**src/rtl/reduce_serial.sv**
```systemverilog
// ---------------------------------------------------------------------------
// reduce_serial
//
// Serial bit-vector reducer. A COUNT_OF_BITS-wide vector and a 3-bit operator
// code are accepted over a valid/ready handshake. The vector is then folded
// BITS_PER_CYCLE bits per clock into a single accumulator bit. The finalised
// bit is presented over a second valid/ready handshake.
//
// Handshake semantics (both sides): a transfer happens on the rising clock
// edge where valid && ready are both high. A producer must hold its data
// stable while valid is high and ready is low. A consumer may assert ready
// at any time, because ready has no effect while valid is low.
//
// Operator codes: 0 AND, 1 OR, 2 XOR, 3 NAND, 4 NOR, 5 IMP (b -> acc, left
// fold from bit 0). Codes 6 and 7 are reserved and always produce 0.
//
// Parameters:
//   COUNT_OF_BITS   width of the input vector (>= 2)
//   BITS_PER_CYCLE  bits folded per RUN cycle (1 .. COUNT_OF_BITS-1)
//
// Ports:
//   clk        sole clock, rising edge
//   rst        asynchronous active-high reset
//   in_valid   bitvector/op valid
//   in_ready   block can accept (high only in IDLE)
//   bitvector  vector to reduce
//   op         operator code
//   out_valid  reduce holds a final result
//   out_ready  consumer accepts the result
//   reduce     registered result bit
//   busy       high in RUN or DONE
//   fsm_state  current FSM state (0 IDLE, 1 RUN, 2 DONE), for observation
//   done_count 16-bit saturating count of output handshakes; present only
//              when REDUCE_SERIAL_STATS_EN is defined
//
// Optional feature macro: REDUCE_SERIAL_STATS_EN
// ---------------------------------------------------------------------------
module reduce_serial #(
    parameter int COUNT_OF_BITS  = 4,
    parameter int BITS_PER_CYCLE = 1
) (
    input  logic                     clk,
    input  logic                     rst,
    input  logic                     in_valid,
    output logic                     in_ready,
    input  logic [COUNT_OF_BITS-1:0] bitvector,
    input  logic [2:0]               op,
    output logic                     out_valid,
    input  logic                     out_ready,
    output logic                     reduce,
    output logic                     busy,
    output logic [1:0]               fsm_state
`ifdef REDUCE_SERIAL_STATS_EN
    ,
    output logic [15:0]              done_count
`endif
);

    // Index must be able to hold COUNT_OF_BITS-1 plus a chunk step.
    localparam int IDX_W = $clog2(COUNT_OF_BITS) + 1;

    localparam logic [2:0] OP_AND  = 3'd0;
    localparam logic [2:0] OP_OR   = 3'd1;
    localparam logic [2:0] OP_XOR  = 3'd2;
    localparam logic [2:0] OP_NAND = 3'd3;
    localparam logic [2:0] OP_NOR  = 3'd4;
    localparam logic [2:0] OP_IMP  = 3'd5;

    typedef enum logic [1:0] {
        S_IDLE = 2'd0,
        S_RUN  = 2'd1,
        S_DONE = 2'd2
    } state_t;

    state_t                   state_q;
    logic [COUNT_OF_BITS-1:0] vec_q;
    logic [2:0]               op_q;
    logic                     acc_q;
    logic [IDX_W-1:0]         idx_q;
    logic                     out_valid_q;
    logic                     reduce_q;

    logic                     acc_next;
    logic                     last_chunk;
    logic [COUNT_OF_BITS-1:0] chunk;

    // One fold step. NAND/NOR fold like AND/OR; their inversion is applied
    // once to the final value, never per stage.
    function automatic logic fold_bit(input logic [2:0] code,
                                      input logic       acc,
                                      input logic       b);
        logic r;
        case (code)
            OP_AND, OP_NAND: r = acc & b;
            OP_OR,  OP_NOR:  r = acc | b;
            OP_XOR:          r = acc ^ b;
            OP_IMP:          r = ~b | acc;
            default:         r = acc;
        endcase
        return r;
    endfunction

    function automatic logic finalize(input logic [2:0] code,
                                      input logic       acc);
        logic r;
        case (code)
            OP_AND, OP_OR, OP_XOR, OP_IMP: r = acc;
            OP_NAND, OP_NOR:               r = ~acc;
            default:                       r = 1'b0;
        endcase
        return r;
    endfunction

    // Fold the current chunk in ascending bit order. The captured vector is
    // shifted so the chunk's first bit sits at position 0. Bits at or beyond
    // COUNT_OF_BITS in a partial last chunk are masked and never folded.
    always_comb begin
        acc_next = acc_q;
        chunk    = vec_q >> idx_q;
        for (int k = 0; k < BITS_PER_CYCLE; k++) begin
            if ((int'(idx_q) + k) < COUNT_OF_BITS) begin
                acc_next = fold_bit(op_q, acc_next, chunk[0]);
            end
            chunk = chunk >> 1;
        end
    end

    // This edge folds bit COUNT_OF_BITS-1 when the chunk reaches the top.
    assign last_chunk = (int'(idx_q) + BITS_PER_CYCLE) >= COUNT_OF_BITS;

    always_ff @(posedge clk or posedge rst) begin
        if (rst) begin
            state_q     <= S_IDLE;
            vec_q       <= '0;
            op_q        <= '0;
            acc_q       <= 1'b0;
            idx_q       <= '0;
            out_valid_q <= 1'b0;
            reduce_q    <= 1'b0;
        end else begin
            case (state_q)
                S_IDLE: begin
                    // in_ready is high in IDLE, so in_valid alone is a transfer.
                    if (in_valid) begin
                        vec_q   <= bitvector;
                        op_q    <= op;
                        acc_q   <= bitvector[0];
                        idx_q   <= IDX_W'(1);
                        state_q <= S_RUN;
                    end
                end
                S_RUN: begin
                    acc_q <= acc_next;
                    if (last_chunk) begin
                        idx_q       <= '0;
                        reduce_q    <= finalize(op_q, acc_next);
                        out_valid_q <= 1'b1;
                        state_q     <= S_DONE;
                    end else begin
                        idx_q <= idx_q + IDX_W'(BITS_PER_CYCLE);
                    end
                end
                S_DONE: begin
                    // reduce_q is left untouched so the result stays stable.
                    if (out_ready) begin
                        out_valid_q <= 1'b0;
                        state_q     <= S_IDLE;
                    end
                end
                default: begin
                    out_valid_q <= 1'b0;
                    state_q     <= S_IDLE;
                end
            endcase
        end
    end

    assign in_ready  = (state_q == S_IDLE);
    assign busy      = (state_q == S_RUN) || (state_q == S_DONE);
    assign out_valid = out_valid_q;
    assign reduce    = reduce_q;
    assign fsm_state = state_q;

`ifdef REDUCE_SERIAL_STATS_EN
    logic [15:0] done_count_q;

    // Saturating count of completed output handshakes.
    always_ff @(posedge clk or posedge rst) begin
        if (rst) begin
            done_count_q <= '0;
        end else if (out_valid_q && out_ready && (done_count_q != 16'hFFFF)) begin
            done_count_q <= done_count_q + 16'd1;
        end
    end

    assign done_count = done_count_q;
`endif

endmodule
```
**config.mk**
```make
export PLATFORM = sky130hd
export DESIGN_NAME = reduce_serial
export DESIGN_NICKNAME = d
export VERILOG_FILES = /design/src/rtl/reduce_serial.sv
export SDC_FILE = /design/constraint.sdc
export NUM_CORES = 1
export LEC_CHECK = 0
export ABC_AREA = 1
export CORE_MARGIN = 2
export CORE_UTILIZATION = 53
export CTS_CLUSTER_SIZE = 10
export DETAILED_ROUTE_END_ITERATION = 8
export GPL_ROUTABILITY_DRIVEN = 0
export PLACE_DENSITY = 0.92
export RECOVER_POWER = 25
export SLEW_MARGIN = 20
export SYNTH_ARGS = -nofsm -noshare
export SYNTH_HDL_FRONTEND = slang
export SYNTH_SLANG_ARGS = --single-unit
export TNS_END_PERCENT = 100
```
**constraint.sdc**
```tcl
create_clock -name clk -period 3.2 [get_ports clk]
set_clock_uncertainty 0.15 [all_clocks]
set_input_delay 0.8 -clock clk [delete_from_list [all_inputs] [get_ports clk]]
set_output_delay 0.8 -clock clk [all_outputs]
set_load 0.01 [all_outputs]
```
### Word level (Yosys, flattened, before mapping)

Index checks and enable logic that the tools add are counted.

* bits in registers: 15
* bits of input ports: 11
* logic and storage cells: 57

* add/subtract/negate cells: 2
* order comparisons: 2
* eq/ne operators: 10
* shifts and indexed selects: 1
* muxes and demuxes: 15
* bitwise logic cells: 7
* reduce and logical (&&, ||, !) cells: 13

Operators by type and width (number)
* == test 3 x 2 -> 1 bit (second input constant): 2
* == test 3 bit (second input constant): 2
* 2-to-1 mux 2 bit: 3
* 2-to-1 mux 3 bit: 2
* inequality test 2 bit (second input constant): 3
* case mux 2 bit (3 select lines): 1
* case mux 3 bit (2 select lines): 1
* AND reduction 2 bit: 3
* AND reduction 3 bit: 2
* OR reduction 2 bit: 3
* adder 3 x 1 -> 4 bit (second input constant): 1
* greater-or-equal comparator 4 x 3 -> 1 bit (second input constant): 1
* 2-to-1 mux 1 bit: 4
* case mux 1 bit (2 select lines): 2
* case mux 1 bit (4 select lines): 1
* OR reduction 4 bit: 1
* >> shifter 4 x 3 -> 1 bit: 1
* adder 3 x 1 -> 3 bit (second input constant): 1
* == test 3 x 1 -> 1 bit (second input constant): 1
* logical NOT 3 bit: 1
* < comparator 3 bit (second input constant): 1
* inverter 1 bit: 3
* case mux 1 bit (3 select lines): 1
* == test 2 x 1 -> 1 bit (second input constant): 1
* 7 further kinds: 8

### Logic depth before layout (Yosys ltp)

Gate-level depths: netlist of run 1.

* depth in word-level cells: 7
* mapped depth: 15
* gate-level depth less buffers: 15

### Worst setup path after synthesis of run 1

OpenSTA, ideal clock, no wires.

* path type: reg2reg
* from: register idx_q[0]
* to: register reduce_q, in the netlist reduce
* library setup time: 0.117 ns
* arrival time: 1.500 ns
* data required time: 2.933 ns
* slack: 1.433 ns
* cell stages (with the launch flop): 16
* buffers on the path: 0
* period minus slack after synthesis: 1.767 ns
* cell sequence: dfrtp_1 inv_2 nand2_1 nand3_1 nand2_1 nand2_1 inv_1 ha_1 nand4_1 o31ai_1 nor2_2 nand2_2 nand2_1 nand2_1 nand3_1 nand2_1

* word-level cells in the longest chain between the ends: 7
* elaborated cells on any way between the ends: 14
* those cells by class: add/sub (1); order compare (2); shift (1); mux (3); bitwise (6); reduce/logical (1)

Ends and longest elaborated chain
* start: declaration: line 79 `logic [IDX_W-1:0] idx_q;`
* start signal: assignment: line 160 `idx_q <= idx_q + IDX_W'(BITS_PER_CYCLE);`
* >> shifter 4 x 3 -> 1 bit: line 119 `chunk = vec_q >> idx_q;`
* inverter 1 bit: line 97 `OP_IMP: r = ~b | acc;`
* bitwise OR 1 bit: line 97
* case mux 1 bit (4 select lines): line 93 `case (code)`
* 2-to-1 mux 1 bit: line 121 `if ((int'(idx_q) + k) < COUNT_OF_BITS) begin`
* inverter 1 bit: line 108 `OP_NAND, OP_NOR: r = ~acc;`
* case mux 1 bit (2 select lines): line 106 `case (code)`
* end signal: assignment: line 156 `reduce_q <= finalize(op_q, acc_next);`
* end: declaration: line 81 `logic reduce_q;`

Several ways; a longest one is shown, not always the timed one.
A chain may end at the register's enable or synchronous reset.

### Worst setup path after layout of run 1

* from: register state_q[1], in the netlist fsm_state[1]
* to: output busy

* word-level cells in the longest chain between the ends: 2
* elaborated cells on any way between the ends: 3
* those cells by class: eq/ne (2); reduce/logical (1)

Ends and longest elaborated chain
* start: declaration: line 75 `state_t state_q;`
* start signal: assignment: line 133 `state_q <= S_IDLE;`
* start signal: assignment: line 149 `state_q <= S_RUN;`
* start signal: assignment: line 158 `state_q <= S_DONE;`
* == test 2 x 1 -> 1 bit / == test 2 bit (equally long branches): line 179 `assign busy = (state_q == S_RUN) || (state_q == S_DONE);`
* logical OR 1 bit (*): line 179
* end: declaration: line 51 `output logic busy,`

Mark *: on every way between the ends. The rest lies on a longest branch, timed or not.

==> results.cfg, run 1 <==
[status]
status = complete, no violations

[floorplanning]
die_x_um = 44.3
io_pins = 17
coreArea_mm2 = 0.00151
die_y_um = 44.3
rows = 14
dieArea_mm2 = 0.00196
start_util_pct = 57.1

[synth]
synth_warnings = 0
ys_types = 21
syn_inst = 113
synth_seq_area_share_pct = 43.7
avgSynthCellArea_um2 = 7.61
ys_ff_latch = 15
syn_area_um2 = 860
synth_fp_nets = 129

[cts]
cts_htree_levels = 1
cts_tree = yes
path_clk_slew_ps = 100
cts.path.max_buffers = 2
cts-root-buf = clkbuf_4
cts_resized = 0
clock_sinks = 15
cts_hold_buffers = 0
clock_latency_ps = 300
post_cts_buffers = 0
numCtsBuffers = 3

[worst_setup_path]
cp.required_ps = 2250
cp-end-kind = primary output
max_stage_delay_ps = 530
start_kind = flip-flop
path_cells = inv_1 -> ha_1 -> clkdlybuf4s50_1
arrival_ps = 1600
crit_type = reg -> out
cpMaxStageDelayCell = clkdlybuf4s50_1
path_max_fanout = 4
path_delay_family = buffers and inverters
cp_num_buf_inv = 2

[routing]
ant_nets = 0
wl_met3_um = 97
viasPerCell = 5.16
wl_met1_um = 795
route.top_layer_used = met4
wl_per_cell_um = 11.5
postRouteWirelength_mm = 1.70
drtIter0Drc = 17
drt_first_pass_iters = 4
vias = 763
drc = 0
wl_met2_um = 776

[global_routing]
grt_pass1_vias = 744
grt_use_total_pct = 20.7
grt_overflow = 0
grt_pass1_wl_mm = 2.97
antenna_found_initial = 0
grt_max_degree = 16

[finish]
nNetsFinal = 149
final_common_cell = nand2_1
final_cell_mix = nand2_1 (29), inv_1 (18), dfrtp_1 (15), clkdlybuf4s50_1 (15), o21ai_0 (9)
syn_to_final_growth_pct = 23.7
insertedDiodeCount = 0
nFillCells = 130
drive_gt1_share_pct = 9.85

[placement]
place_ws_ps = 887
numPortBuffers = 16
dpl.hpwl_mm = 1.30

[sta]
rsz0062_at_grt = no
final_hold_viol_count = 0
slew_violations = 0
max_freq_mhz = 393
holdWs_ps = 340
finalSetupViolCount = 0
layout_setup_ws_ps = 655
relSlewSlack_pct = 62.4
setup_tns_ps = 0
layout_min_cycle_time_ps = 2550
tightest_slew_ps = 563
finalCritPeriodShare_pct = 79.5

[power_and_ir_drop]
peakVddDrop_mv = 0.601
leakagePower_nw = 0.528
p_per_area_mw_per_mm2 = 990

[min_path]
min_path_type = reg -> reg

[run]
max-cap-violations = 0
## cell type report
cell class                      instances  area, um^2  area share [%]
Timing Repair Buffer                   16         160            15.1
Tap cell                               16        20.0            1.88
Multi-Input combinational cell         74         394            37.1
Clock buffer                            3        22.5            2.12
Clock inverter                          1        5.00           0.471
Inverter                               23        86.3            8.12
Sequential cell                        15         375            35.3
## flip-flops by register name (all words and copies together) (netlist names)
signal / flops
acc_q: 1
out_valid: 1
fsm_state: 2
idx_q: 3
op_q: 3
vec_q: 4
reduce: 1
## synthesized netlist by cell type
cell type	instances	area (um^2)
a21oi_1	6	30.0
a21oi_2	1	8.76
clkbuf_1	1	3.75
clkinv_1	2	7.51
dfrtp_1	15	375
ha_1	5	62.6
inv_1	18	67.6
inv_2	3	11.3
nand2_1	29	109
nand2_2	1	6.26
nand3_1	7	35.0
nand4_1	1	6.26
nor2_1	2	7.51
nor2_2	2	12.5
o211ai_2	1	12.5
o21ai_0	9	45.0
o21ai_1	6	30.0
o21ai_2	1	8.76
o22ai_1	1	6.26
o31ai_1	1	7.51
or2_1	1	6.26
## final timing paths
| kind | depth (start not counted) | slack, ps | end | from |
|---|---|---|---|---|
| min reg2reg | 2 | 340 | reduce | reduce |
| max | 3 | 650 | busy | fsm_state[1] |
| min | 2 | 340 | reduce | reduce |
| max in group asynchronous | 2 | 1680 | vec_q[3] | rst |
| max reg2reg | 15 | 1280 | reduce | idx_q[0] |
| min in group asynchronous | 2 | 850 | acc_q | rst |
## kinds of logic (layout without fill, tap and decap cells)
family                     Yosys count  after routing  share of synthesized area [%]
adders and majority gates            5              5                           7.28
AOI/OAI and AO/OA                   26             26                           17.3
and+or+nand+nor                     43             43                           21.3
DFF                                 15             15                           43.7
buffers and inverters               24             43                           10.5
## power breakdown
part,switching [W],internal [W],leakage (nW),total (W)
logic,0.000350,0.000250,0.323,0.000599
clock network,0.0000646,0.0000466,0.0177,0.000111
registers,0.0000670,0.000275,0.187,0.000342
## worst min-delay path: stages, from the launching register on
cell and delay [ps]:
dfrtp_1 350, nand2_1 50, nand2_1 60
## routing by layer
metal / vias up / GRT usage (%)
li1: 397 / -
met1: 340 / 27.0
met2: 23 / 33.5
met3: 3 / 2.86
met4: 0 / 10.9
met5: - / 0
## per-stage QoR
stage	util, %	instance area (um^2)	power, W	instances
4_1_cts	70.6	1060	0.00106	148
6_report	70.6	1060	0.00105	148
2_1_floorplan	-	860	0.000758	113
3_3_place_gp	68.8	1040	0.000917	144
5_1_grt	70.6	1060	0.00116	148
3_5_place_dp	68.8	1040	0.000940	144
Power figures use the tool's default switching activity.
==> run 2, diff against run 1 <==
--- a/config.mk
+++ b/config.mk
@@ -7,11 +7,11 @@
 export LEC_CHECK = 0
 export ABC_AREA = 1
 export CORE_MARGIN = 2
-export CORE_UTILIZATION = 53
+export CORE_UTILIZATION = 49
 export CTS_CLUSTER_SIZE = 10
 export DETAILED_ROUTE_END_ITERATION = 8
 export GPL_ROUTABILITY_DRIVEN = 0
-export PLACE_DENSITY = 0.92
+export PLACE_DENSITY = 0.86
 export RECOVER_POWER = 25
 export SLEW_MARGIN = 20
 export SYNTH_ARGS = -nofsm -noshare
==> constraint.sdc (replaced) <==
create_clock -name clk -period 2.6 [get_ports clk]
set_clock_uncertainty 0.15 [all_clocks]
set_input_delay 0.65 -clock clk [delete_from_list [all_inputs] [get_ports clk]]
set_output_delay 0.65 -clock clk [all_outputs]
set_load 0.01 [all_outputs]
==> run 2 against run 1 <==
Die area increased by 7.4%. Register-to-register slack got worse by 600 ps. Clock-buffer cell count increased by 1. Sequential cell count unchanged. Total power increased by 22%. Critical endpoint unchanged.
==> results.cfg, run 2 (same netlist as run 1, synthesis figures left out) <==
[routing]
postRouteWirelength_mm = 1.68
drt_first_pass_iters = 4
ant_nets = 0
drtIter0Drc = 21
vias = 746
wl_per_cell_um = 11.2
drc = 0
viasPerCell = 5.01

[min_path]
min_path_type = reg -> reg
hold_depth = 2

[cts]
numCtsBuffers = 3
clock_sinks = 15
cts.path.max_buffers = 2
cts-root-buf = clkbuf_4
post_cts_buffers = 0
path_clk_slew_ps = 90
clock_latency_ps = 290
cts_resized = 0
cts_hold_buffers = 0
cts_tree = yes
cts_htree_levels = 1

[sta]
finalCritPeriodShare_pct = 91.4
relSlewSlack_pct = 61.9
layout_min_cycle_time_ps = 2380
slew_violations = 0
rsz0062_at_grt = no
tightest_slew_ps = 571
final_hold_viol_count = 0
max_freq_mhz = 421
setup_tns_ps = 0
finalSetupViolCount = 0

[placement]
dp.cells = 145
dpl.hpwl_mm = 1.29
numPortBuffers = 16

[finish]
reg.largest.list = vec_q: 4 flops, idx_q: 3 flops, op_q: 3 flops
final_cell_mix = nand2_1 (29), inv_1 (18), dfrtp_1 (15), clkdlybuf4s50_1 (15), o21ai_0 (9)
multi_input_area_um2 = 394
syn_to_final_growth_pct = 23.7
fin_cells = 149
nNetsFinal = 149
nFillCells = 167
regMostFlops = vec_q
final_common_cell = nand2_1
insertedDiodeCount = 0
register_area_um2 = 375
drive_gt1_share_pct = 9.09
utilization_pct = 63.0
largest_reg_flops = 4

[power_and_ir_drop]
combPwrFrac_pct = 56.6
pwr-share-clk_pct = 10.6
p_per_area_mw_per_mm2 = 1210
peakVddDrop_mv = 0.614
leakagePower_nw = 0.525
switching_share_pct = 45.1
p_int_w = 0.000705
switchingPower_w = 0.000580
pwr-share-seq_pct = 32.9

[global_routing]
grt_overflow = 0
grt_max_degree = 16
grt_pass1_vias = 716
grt_pass1_wl_mm = 2.78
antenna_found_initial = 0
grt_use_total_pct = 18.9

[floorplanning]
die_y_um = 45.9
start_util_pct = 50.9
io_pins = 17
rows = 15
coreArea_mm2 = 0.00169
dieArea_mm2 = 0.00211
die_x_um = 45.9

[run]
max-cap-violations = 0

[worst_setup_path]
start_kind = flip-flop
cp.required_ps = 1800
path_max_fanout = 4
crit_type = reg -> out
arrival_ps = 1580
cp-end-kind = primary output
reg2reg_depth = 15

[status]
status = complete, no violations
==> run 2: changes by cell type in the layout (fill, tap and decap cells not counted) <==
cell	change
clkinv_2	-1
clkbuf_1	+1
==> run 2: worst max-delay path: stages (launching register included) <==
cell	delay (ps)
dfrtp_1	410
inv_1	80
ha_1	270
clkdlybuf4s50_1	530
==> run 2: cell type report <==
| type | count | area share [%] |
|---|---|---|
| flip-flops and latches | 15 | 35.3 |
| clock buffers | 4 | 2.47 |
| multi-input cells | 74 | 37.1 |
| well taps | 17 | 2.00 |
| inverters | 23 | 8.12 |
| repair buffers | 16 | 15.1 |
==> run 2: per-layer routing <==
metal | global-route usage, % | routed length, um
met5 | 0 | 0
met4 | 10.3 | 10
met1 | 23.4 | 806
met2 | 30.6 | 776
met3 | 3.57 | 83
==> run 2: final timing paths <==
check / from / to / slack (ps)
worst max register to register: idx_q[0] / reduce / 680
min in group asynchronous: rst / acc_q / 700
worst min register to register: reduce / reduce / 340
worst min-delay path: reduce / reduce / 340
worst max-delay path: fsm_state[1] / busy / 220
max in group asynchronous: rst / vec_q[3] / 1220
==> run 2: power groups by stage <==
stage,Combinational (W),Sequential [W],Clock [W]
after floorplan,0.000512,0.000421,0
after global placement,0.000705,0.000423,0
after detailed placement,0.000729,0.000427,0
after CTS,0.000734,0.000423,0.000141
after global routing,0.000835,0.000439,0.000150
final,0.000727,0.000422,0.000136
==> run 2: metrics by stage <==
step / hold WS (ps) / instance area (um^2) / total power, W / setup WS, ps
6_report: 341 / 1060 / 0.00128 / 222
5_1_grt: 362 / 1060 / 0.00142 / 132
4_1_cts: 347 / 1060 / 0.00130 / 191
3_5_place_dp: 324 / 1040 / 0.00116 / 448
3_3_place_gp: 313 / 1040 / 0.00113 / 503
2_1_floorplan: 355 / 860 / 0.000933 / 833
==> run 3, diff against run 2 <==
--- a/config.mk
+++ b/config.mk
@@ -8,6 +8,7 @@
 export ABC_AREA = 1
 export CORE_MARGIN = 2
 export CORE_UTILIZATION = 49
+export CTS_CLUSTER_DIAMETER = 120
 export CTS_CLUSTER_SIZE = 10
 export DETAILED_ROUTE_END_ITERATION = 8
 export GPL_ROUTABILITY_DRIVEN = 0
==> results of run 3 <==
No change in the layout: final DEF, timing and power equal those of run 2.
